[config.mk]
export PLATFORM = sky130hd
export DESIGN_NAME = uart_tx_arbiter
export DESIGN_NICKNAME = d
export VERILOG_FILES = /design/src/rtl/uart_tx_arbiter.sv
export SDC_FILE = /design/constraint.sdc
export NUM_CORES = 1
export LEC_CHECK = 0
export ABC_AREA = 0
export CELL_PAD_IN_SITES_DETAIL_PLACEMENT = 1
export CELL_PAD_IN_SITES_GLOBAL_PLACEMENT = 1
export CORE_ASPECT_RATIO = 0.7
export CORE_MARGIN = 5
export CORE_UTILIZATION = 35
export CTS_CLUSTER_DIAMETER = 200
export DETAILED_ROUTE_END_ITERATION = 16
export HOLD_SLACK_MARGIN = 0.06
export PLACE_DENSITY_LB_ADDON = 0.1
export SETUP_SLACK_MARGIN = 0.05
export SLEW_MARGIN = 25
export SYNTH_ARGS = -nofsm -noshare
export SYNTH_HDL_FRONTEND = slang
export SYNTH_SLANG_ARGS = --single-unit
[constraint.sdc]
create_clock -name clk -period 4.1 [get_ports clk]
set_input_delay 0.41 -clock clk [delete_from_list [all_inputs] [get_ports clk]]
set_output_delay 0.41 -clock clk [all_outputs]
set_load 0.02 [all_outputs]
[src/rtl/uart_tx_arbiter.sv]
// Round-robin arbiter that funnels bytes from N_REQ requesters into one UART TX.
// Optional SEND timeout, enabled by defining UART_TX_TIMEOUT_EN.
module uart_tx_arbiter #(
    parameter int          N_REQ          = 4,
    parameter logic [29:0] TIMEOUT_CYCLES = 30'd50000000
) (
    input  logic                  clk,
    input  logic                  reset,
    input  logic [N_REQ-1:0]      req_valid,
    input  logic [N_REQ-1:0][7:0] req_data,
    output logic [N_REQ-1:0]      req_ack,
    input  logic                  tx_ready,
    output logic [7:0]            tx_data,
    output logic                  tx_valid,
    output logic [2:0]            grant_id,
    output logic                  busy,
    output logic                  tx_drop
);

    typedef enum logic {
        IDLE = 1'b0,
        SEND = 1'b1
    } state_t;

    if (N_REQ < 2 || N_REQ > 8 || TIMEOUT_CYCLES == 30'd0) begin : g_bad_cfg
        $error("uart_tx_arbiter: N_REQ or TIMEOUT_CYCLES out of range");
    end

    state_t           state_q, state_d;
    logic [2:0]       rr_ptr_q, rr_ptr_d;
    logic [7:0]       tx_data_q, tx_data_d;
    logic             tx_valid_q, tx_valid_d;
    logic [2:0]       grant_id_q, grant_id_d;
    logic [N_REQ-1:0] req_ack_q, req_ack_d;

    logic             found;
    logic [2:0]       win_id;
    logic [2:0]       win_nxt;
    logic [7:0]       win_data;
    logic [N_REQ-1:0] win_oh;
    logic [3:0]       slot;

`ifdef UART_TX_TIMEOUT_EN
    localparam logic [29:0] WAIT_LAST = TIMEOUT_CYCLES - 30'd1;

    logic [29:0] wait_q, wait_d;
    logic        tx_drop_q, tx_drop_d;
`endif

    // Round-robin search: visit slots rr_ptr, rr_ptr+1, ... with wrap.
    always_comb begin
        found    = 1'b0;
        win_id   = '0;
        win_nxt  = '0;
        win_data = '0;
        win_oh   = '0;
        slot     = '0;
        for (int k = 0; k < N_REQ; k++) begin
            slot = {1'b0, rr_ptr_q} + 4'(k);
            if (slot >= 4'(N_REQ)) begin
                slot = slot - 4'(N_REQ);
            end
            for (int i = 0; i < N_REQ; i++) begin
                if (!found && slot == 4'(i) && req_valid[i]) begin
                    found     = 1'b1;
                    win_id    = 3'(i);
                    win_nxt   = (i == N_REQ - 1) ? 3'd0 : 3'(i + 1);
                    win_data  = req_data[i];
                    win_oh    = '0;
                    win_oh[i] = 1'b1;
                end
            end
        end
    end

    // Next-state and registered-output logic for the IDLE/SEND machine.
    always_comb begin
        state_d    = state_q;
        rr_ptr_d   = rr_ptr_q;
        tx_data_d  = tx_data_q;
        tx_valid_d = tx_valid_q;
        grant_id_d = grant_id_q;
        req_ack_d  = '0;
`ifdef UART_TX_TIMEOUT_EN
        wait_d     = wait_q;
        tx_drop_d  = 1'b0;
`endif
        unique case (state_q)
            IDLE: begin
                tx_valid_d = 1'b0;
                if (found) begin
                    state_d    = SEND;
                    tx_data_d  = win_data;
                    tx_valid_d = 1'b1;
                    grant_id_d = win_id;
                    req_ack_d  = win_oh;
                    rr_ptr_d   = win_nxt;
`ifdef UART_TX_TIMEOUT_EN
                    wait_d     = '0;
`endif
                end
            end
            SEND: begin
                if (tx_valid_q && tx_ready) begin
                    state_d    = IDLE;
                    tx_valid_d = 1'b0;
                end
`ifdef UART_TX_TIMEOUT_EN
                else if (wait_q == WAIT_LAST) begin
                    state_d    = IDLE;
                    tx_valid_d = 1'b0;
                    tx_drop_d  = 1'b1;
                end else begin
                    wait_d = wait_q + 30'd1;
                end
`endif
            end
            default: state_d = IDLE;
        endcase
    end

    // Main state and output registers.
    always_ff @(posedge clk or posedge reset) begin
        if (reset) begin
            state_q    <= IDLE;
            rr_ptr_q   <= '0;
            tx_data_q  <= '0;
            tx_valid_q <= 1'b0;
            grant_id_q <= '0;
            req_ack_q  <= '0;
        end else begin
            state_q    <= state_d;
            rr_ptr_q   <= rr_ptr_d;
            tx_data_q  <= tx_data_d;
            tx_valid_q <= tx_valid_d;
            grant_id_q <= grant_id_d;
            req_ack_q  <= req_ack_d;
        end
    end

`ifdef UART_TX_TIMEOUT_EN
    // Wait counter and drop pulse for a byte stuck waiting on tx_ready.
    always_ff @(posedge clk or posedge reset) begin
        if (reset) begin
            wait_q    <= '0;
            tx_drop_q <= 1'b0;
        end else begin
            wait_q    <= wait_d;
            tx_drop_q <= tx_drop_d;
        end
    end

    assign tx_drop = tx_drop_q;
`else
    assign tx_drop = 1'b0;
`endif

    assign tx_data  = tx_data_q;
    assign tx_valid = tx_valid_q;
    assign grant_id = grant_id_q;
    assign req_ack  = req_ack_q;
    assign busy     = (state_q == SEND);

endmodule
-- Word-level counts from Yosys, hierarchy flattened
Cells that the tools add are included.
- register bits after elaboration: 20
- bits in latches: 0
- memory bits (writable): 0
- bits in read-only memories: 0
- bits of input ports: 39
- output and inout port bits: 18
- word-level logic and storage cells: 173
- memories: 0
- add/sub/neg operators: 7
- $mul: 0
- divide/modulo/power cells: 0
- $lt $le $gt $ge: 4
- equal/unequal tests: 13
- shifts and indexed selects: 0
- multiplexer cells: 90
- bitwise gates (word level): 1
- reduce and logical (&&, ||, !) cells: 52
- operator list (cell ; count):
    $mux 8 ; 16
    $mux 3 ; 29
    $mux 4 ; 21
    $eq 4x2->1 const B ; 8
    $logic_and 1x1->1 ; 32
    $mux 1 ; 22
    $eq 4x1->1 const B ; 4
    $logic_not 4->1 ; 4
    $logic_not 1->1 ; 15
    $ge 4x3->1 const B ; 3
    $sub 4x3->4 const B ; 3
    $add 3x2->4 const B ; 2
    $add 3x1->4 const B ; 1
    $pmux 1 s2 ; 2
    $sub 3x3->4 const B ; 1
    $ge 3x3->1 const B ; 1
    $ne 2x1->1 const B ; 1
    $reduce_and 2->1 ; 1
    $not 1->1 ; 1

-- Longest topological paths before layout
- word-level depth: 67
- depth in mapped cells: 9
- depth with buffers taken out: 6

-- Least setup slack after synthesis
OpenSTA, ideal clock, no wires.
- path type: input port to flip-flop
- start: input req_valid[1]
- end: register tx_data_q[4] (netlist: tx_data[4])
- library setup time: 0.126 ns
- data arrival time: 1.724 ns
- required time: 3.974 ns
- setup slack: 2.250 ns
- stages: 7
- path buffers: 1
- cells stage by stage: nor2b_1 buf_2 and2_4 a221o_1 a221oi_2 a21oi_1 o32a_1
- longest elaborated chain between the ends: 59
- elaborated cells between the ends (all ways): 74
- those cells by class: mux (30); reduce/logical (44)
- RTL lines (item ; RTL line ; source):
    start, declared ; 9 ; input logic [N_REQ-1:0] req_valid,
    $logic_and 1x1->1 ; 64 ; if (!found && slot == 4'(i) && req_valid[i]) begin
    $mux 1 ; 64 ;
    $logic_not 1->1 ; 64 ;
    $logic_and 1x1->1 (2 in a row) ; 64 ;
    $mux 1 ; 64 ;
    $logic_not 1->1 ; 64 ;
    $logic_and 1x1->1 (2 in a row) ; 64 ;
    $mux 1 ; 64 ;
    [... 39 more ...] ; - ;
    $mux 1 ; 64 ;
    $logic_not 1->1 ; 64 ;
    $logic_and 1x1->1 (2 in a row) ; 64 ;
    $mux 1 ; 64 ;
    $logic_not 1->1 ; 64 ;
    $logic_and 1x1->1 (2 in a row) ; 64 ;
    $mux 1 ; 64 ;
    $reduce_and 2->1 (no source line) ; - ;
    end signal, assigned ; 134 ; tx_data_q <= tx_data_d;
    end, declared ; 31 ; logic [7:0] tx_data_q, tx_data_d;
Several ways; a longest one is shown, not always the timed one.
A chain may end at the register's enable or synchronous reset.

-- Final worst setup path
- start: input req_valid[2]
- end: register tx_data_q[7] (netlist: tx_data[7])
- longest elaborated chain between the ends: 55
- elaborated cells between the ends (all ways): 69
- those cells by class: mux (28); reduce/logical (41)
- RTL lines (item ; RTL line):
    $logic_and 1x1->1 ; 64
    $mux 1 ; 64
    $logic_not 1->1 ; 64
    $logic_and 1x1->1 (2 in a row) ; 64
    $mux 1 ; 64
    $logic_not 1->1 ; 64
    $logic_and 1x1->1 (2 in a row) ; 64
    $mux 1 ; 64
    [... 35 more ...] ; -
    $mux 1 ; 64
    $logic_not 1->1 ; 64
    $logic_and 1x1->1 (2 in a row) ; 64
    $mux 1 ; 64
    $logic_not 1->1 ; 64
    $logic_and 1x1->1 (2 in a row) ; 64
    $mux 1 ; 64
    $reduce_and 2->1 (no source line) ; -
Several ways; a longest one is shown, not always the timed one.

==> impl_results.html <==
<table>
<tr><th>Metric</th><th>Value</th></tr>
<tr><th colspan="2">CTS</th></tr>
<tr><td>Resize count post-CTS</td><td>0</td></tr>
<tr><td>H-Tree Level Count</td><td>1</td></tr>
<tr><td>Setup repair bufs after CTS</td><td>0</td></tr>
<tr><td>Clock tree from TritonCTS</td><td>built</td></tr>
<tr><td>Hold buffers post-CTS</td><td>0</td></tr>
<tr><td>Buffer cell driving the clock tree root</td><td>sky130_fd_sc_hd__clkbuf_8</td></tr>
<tr><td>Clock latency on the worst-skew pair</td><td>0.27 ns</td></tr>
<tr><td>Clock transition time at the flip-flop clock pins of the worst setup and hold paths</td><td>around 0.08 ns</td></tr>
<tr><td>Number of buffers between clock root and the deepest sink</td><td>2</td></tr>
<tr><td>Num Clock Sinks</td><td>18</td></tr>
<tr><td>Cts bufs inserted</td><td>3</td></tr>
<tr><th colspan="2">GRT</th></tr>
<tr><td>Total Routing Usage GR</td><td>0.230</td></tr>
<tr><td>Vias in the first global route</td><td>2791</td></tr>
<tr><td>Largest net degree at the start of global routing</td><td>33</td></tr>
<tr><td>Global-route wire length before repair</td><td>15100 um</td></tr>
<tr><td>Number of antenna violations at the first check in global routing</td><td>0</td></tr>
<tr><td>Total congestion overflow</td><td>0</td></tr>
<tr><th colspan="2">Floorplan</th></tr>
<tr><td>Die height</td><td>between 70 and 80 um</td></tr>
<tr><td>Core Rows</td><td>24</td></tr>
<tr><td>Number of primary I/O pins</td><td>between 50 and 60</td></tr>
<tr><td>Starting density of the core</td><td>0.362</td></tr>
<tr><td>Area of the die</td><td>8200 um2</td></tr>
<tr><td>Core box area</td><td>6250 um2</td></tr>
<tr><td>Die width</td><td>106 um</td></tr>
<tr><th colspan="2">Critical path</th></tr>
<tr><td>Capture point of the worst reg-to-reg path</td><td>tx_data[6]</td></tr>
<tr><td>Library cell contributing the largest single delay on the critical path</td><td>sky130_fd_sc_hd__clkdlybuf4s50_1</td></tr>
<tr><td>Type of element capturing the critical path</td><td>register</td></tr>
<tr><td>Setup Crit Path Kind</td><td>primary input to register</td></tr>
<tr><td>Signal arrival time at the worst endpoint</td><td>approximately 2.9 ns</td></tr>
<tr><td>Worst stage delay on the critical path</td><td>between 0.5 and 0.6 ns</td></tr>
<tr><td>Count of cells along the worst register-to-register path</td><td>5</td></tr>
<tr><td>Sort of element at the start of the critical path</td><td>primary input</td></tr>
<tr><td>Cell chain of the critical path</td><td>clkdlybuf4s50_1 -&gt; buf_4 -&gt; nor2_1 -&gt; nand4_1 -&gt; nand2_1 -&gt; a221oi_1 -&gt; a32o_1 -&gt; a31oi_1</td></tr>
<tr><td>Endpoint required time on the critical path</td><td>4.28 ns</td></tr>
<tr><td>Startpoint of the worst setup timing path</td><td>req_valid[2]</td></tr>
<tr><td>Crit Reg-Reg Startpoint</td><td>rr_ptr_q[0]</td></tr>
<tr><td>Register-to-register setup slack</td><td>1.46 ns</td></tr>
<tr><td>Largest driver fanout on the critical path</td><td>18</td></tr>
<tr><th colspan="2">Drt</th></tr>
<tr><td>Iter 0 DRT Violations</td><td>227</td></tr>
<tr><td>Detail-routed net length per standard cell</td><td>approximately 23 um</td></tr>
<tr><td>Routed Antenna Nets</td><td>0</td></tr>
<tr><td>Total DRC errors in the routed layout</td><td>0</td></tr>
<tr><td>Total wirelength of the detailed-routed design</td><td>9450 um</td></tr>
<tr><td>Router iterations before antenna repair</td><td>5</td></tr>
<tr><td>Vias per cell</td><td>6.64</td></tr>
<tr><td>Vias</td><td>2755</td></tr>
<tr><th colspan="2">Synth</th></tr>
<tr><td>Proportion of synthesized flip-flops having asynchronous set or reset</td><td>1.00</td></tr>
<tr><td>Prevailing post-synth register cell</td><td>sky130_fd_sc_hd__dfrtp_1</td></tr>
<tr><td>Post-synthesis cell area</td><td>2260 um2</td></tr>
<tr><td>Number of synthesized register bits</td><td>18</td></tr>
<tr><td>Post-Syn Area per Cell</td><td>7.57 um2</td></tr>
<tr><td>Sequential cell area fraction in the yosys report</td><td>0.199</td></tr>
<tr><td>Number of synthesis warnings</td><td>0</td></tr>
<tr><td>Synthesized instance count</td><td>299</td></tr>
<tr><td>Number of enable flip-flop cells after synthesis</td><td>0</td></tr>
<tr><td>Count of unique library cells instantiated by Yosys</td><td>between 60 and 70</td></tr>
<tr><th colspan="2">Timing</th></tr>
<tr><td>Count of endpoints failing setup in the final report</td><td>0</td></tr>
<tr><td>Maximum clock frequency</td><td>362 MHz</td></tr>
<tr><td>Setup Skew</td><td>0.00897 ns</td></tr>
<tr><td>Headroom to the max-slew limit</td><td>0.352</td></tr>
<tr><td>Final-report max-slew violation count</td><td>0</td></tr>
<tr><td>Final hold viol count</td><td>0</td></tr>
<tr><td>Min Hold Slack</td><td>0.495 ns</td></tr>
<tr><td>Slew at the pin with the worst max-slew slack</td><td>slightly below 1 ns</td></tr>
<tr><td>RSZ-0062 raised after global routing</td><td>no</td></tr>
<tr><td>Shortest period the worst path allows</td><td>between 2 and 3 ns</td></tr>
<tr><td>Setup TNS after final layout</td><td>0 ns</td></tr>
<tr><td>Share of the clock period used by the worst path</td><td>0.673</td></tr>
<tr><th colspan="2">Placement</th></tr>
<tr><td>Final Wtd Congestion</td><td>0.923</td></tr>
<tr><td># port buffers</td><td>54</td></tr>
<tr><td>DP HPWL</td><td>6810 um</td></tr>
<tr><th colspan="2">Status</th></tr>
<tr><td>Run status</td><td>completed</td></tr>
<tr><th colspan="2">Layout</th></tr>
<tr><td>Layout overhead on the synthesized area</td><td>25.7%</td></tr>
<tr><td>Multi-input gate area in the final layout</td><td>1620 um2</td></tr>
<tr><td>Highest-count cells in the layout ignoring fill and taps</td><td>54 x sky130_fd_sc_hd__clkdlybuf4s50_1, 31 x sky130_fd_sc_hd__nor2_1, 31 x sky130_fd_sc_hd__nand2_1, 27 x sky130_fd_sc_hd__a21oi_1, 18 x sky130_fd_sc_hd__dfrtp_1</td></tr>
<tr><td>Final Net Count</td><td>377</td></tr>
<tr><td>Final core utilization</td><td>0.456</td></tr>
<tr><td>Fillcell total</td><td>a little under 800</td></tr>
<tr><td>Antenna diode instance count</td><td>0</td></tr>
<tr><td>Most frequent standard cell in the layout excluding fill and tap cells</td><td>sky130_fd_sc_hd__clkdlybuf4s50_1</td></tr>
<tr><td>Ratio of cells with drive above 1 in the final layout</td><td>0.0950</td></tr>
<tr><td>Total area of sequential cells</td><td>450 um2</td></tr>
<tr><th colspan="2">Hold path</th></tr>
<tr><td>Min-Delay Startpoint</td><td>grant_id[0]</td></tr>
<tr><td>Path category of the worst min-delay check</td><td>register to register</td></tr>
<tr><td>Hold Crit Depth</td><td>1</td></tr>
<tr><td>Endpoint, Worst Hold</td><td>grant_id[0]</td></tr>
<tr><th colspan="2">Power and ir drop</th></tr>
<tr><td>Maximum VDD drop</td><td>0.230 mV</td></tr>
<tr><td>Post-layout power</td><td>0.00155 W</td></tr>
<tr><td>Static leakage</td><td>~1.0 nW</td></tr>
<tr><td>PD cells</td><td>544 nW/um2</td></tr>
<tr><th colspan="2">Job</th></tr>
<tr><td>Number of maximum-capacitance constraint violations</td><td>0</td></tr>
</table>
kinds of logic after synthesis:
| kind of cell | Yosys count | synth area share |
|---|---|---|
| simple gates | 125 | 0.296 |
| buf+inv | 35 | 0.0890 |
| flops | 18 | 0.199 |
| other cells | 1 | 0.00166 |
| compound gates | 119 | 0.410 |
| mux | 1 | 0.00442 |
synthesized netlist by cell type (4+ instances only):
cell | instances | share of area
sky130_fd_sc_hd__clkbuf_1 | 8 | 0.013
sky130_fd_sc_hd__nand3_1 | 14 | 0.031
sky130_fd_sc_hd__a221oi_1 | 5 | 0.019
sky130_fd_sc_hd__nor2_1 | 31 | 0.051
sky130_fd_sc_hd__a22oi_1 | 8 | 0.027
sky130_fd_sc_hd__buf_6 | 5 | 0.025
sky130_fd_sc_hd__o32a_1 | 4 | 0.018
sky130_fd_sc_hd__dfrtp_1 | 18 | 0.20
sky130_fd_sc_hd__nor3_1 | 5 | 0.011
sky130_fd_sc_hd__o22ai_1 | 4 | 0.011
sky130_fd_sc_hd__o211ai_1 | 5 | 0.017
sky130_fd_sc_hd__nand4b_1 | 4 | 0.015
sky130_fd_sc_hd__buf_4 | 5 | 0.017
sky130_fd_sc_hd__inv_1 | 4 | 0.0066
sky130_fd_sc_hd__o221ai_1 | 6 | 0.023
sky130_fd_sc_hd__a221o_1 | 6 | 0.027
sky130_fd_sc_hd__nand2b_1 | 6 | 0.017
sky130_fd_sc_hd__nand2_1 | 31 | 0.051
sky130_fd_sc_hd__o21ai_0 | 12 | 0.027
sky130_fd_sc_hd__a32o_1 | 4 | 0.018
sky130_fd_sc_hd__a21oi_1 | 27 | 0.060
sky130_fd_sc_hd__buf_2 | 11 | 0.024
registers in the layout, indices dropped and copies added (netlist names):
| register | flops |
|---|---|
| req_ack | 4 |
| rr_ptr_q | 2 |
| busy | 1 |
| tx_valid | 1 |
| tx_data | 8 |
| grant_id | 2 |
where the power goes:
part           internal [W]  switching [W]  leakage (nW)
sequential         0.000251       0.000122         0.210
clock             0.0000858      0.0000766        0.0288
combinational      0.000460       0.000553         0.795
through the flow:
step / instances / worst slack (ns) / cell area (um2)
floorplan: 300 / 2.25 / 2270
global placement: 411 / 1.07 / 2790
detailed placement: 411 / 1.12 / 2790
CTS: 415 / 1.39 / 2850
global route: 415 / 1.16 / 2850
finish: 415 / 1.34 / 2850
cell type report:
type | instances | share of cell area
Multi-Input combinational cell | 247 | 0.568
Timing Repair Buffer | 63 | 0.214
Sequential cell | 18 | 0.158
Tap cell | 78 | 0.0343
Clock buffer | 4 | 0.0193
Inverter | 5 | 0.00660
critical path: cells and delay by family:
| family | cells | cell delay [ns] |
|---|---|---|
| AND/OR/NAND/NOR | 3 | 1.18 |
| AO/OA/AOI/OAI | 3 | 0.52 |
| buffers and inverters | 2 | 0.81 |
layer usage:
layer	share of wire	vias up	GRT usage
li1	-	1248	-
met1	0.47	1359	0.338
met2	0.43	140	0.339
met3	0.084	8	0.0520
met4	0.0094	0	0.0530
met5	0	-	0
worst max path at each step:
stage,depth (start not counted),slack (ns),endpoint
2_1_floorplan,7,2.25,tx_data[4]
3_3_place_gp,8,1.07,tx_data[7]
3_5_place_dp,8,1.12,tx_data[7]
4_1_cts,8,1.39,tx_data[7]
5_1_grt,8,1.16,tx_data[7]
6_report,8,1.34,tx_data[7]
Note: power is estimated with default switching activity, not from simulation.
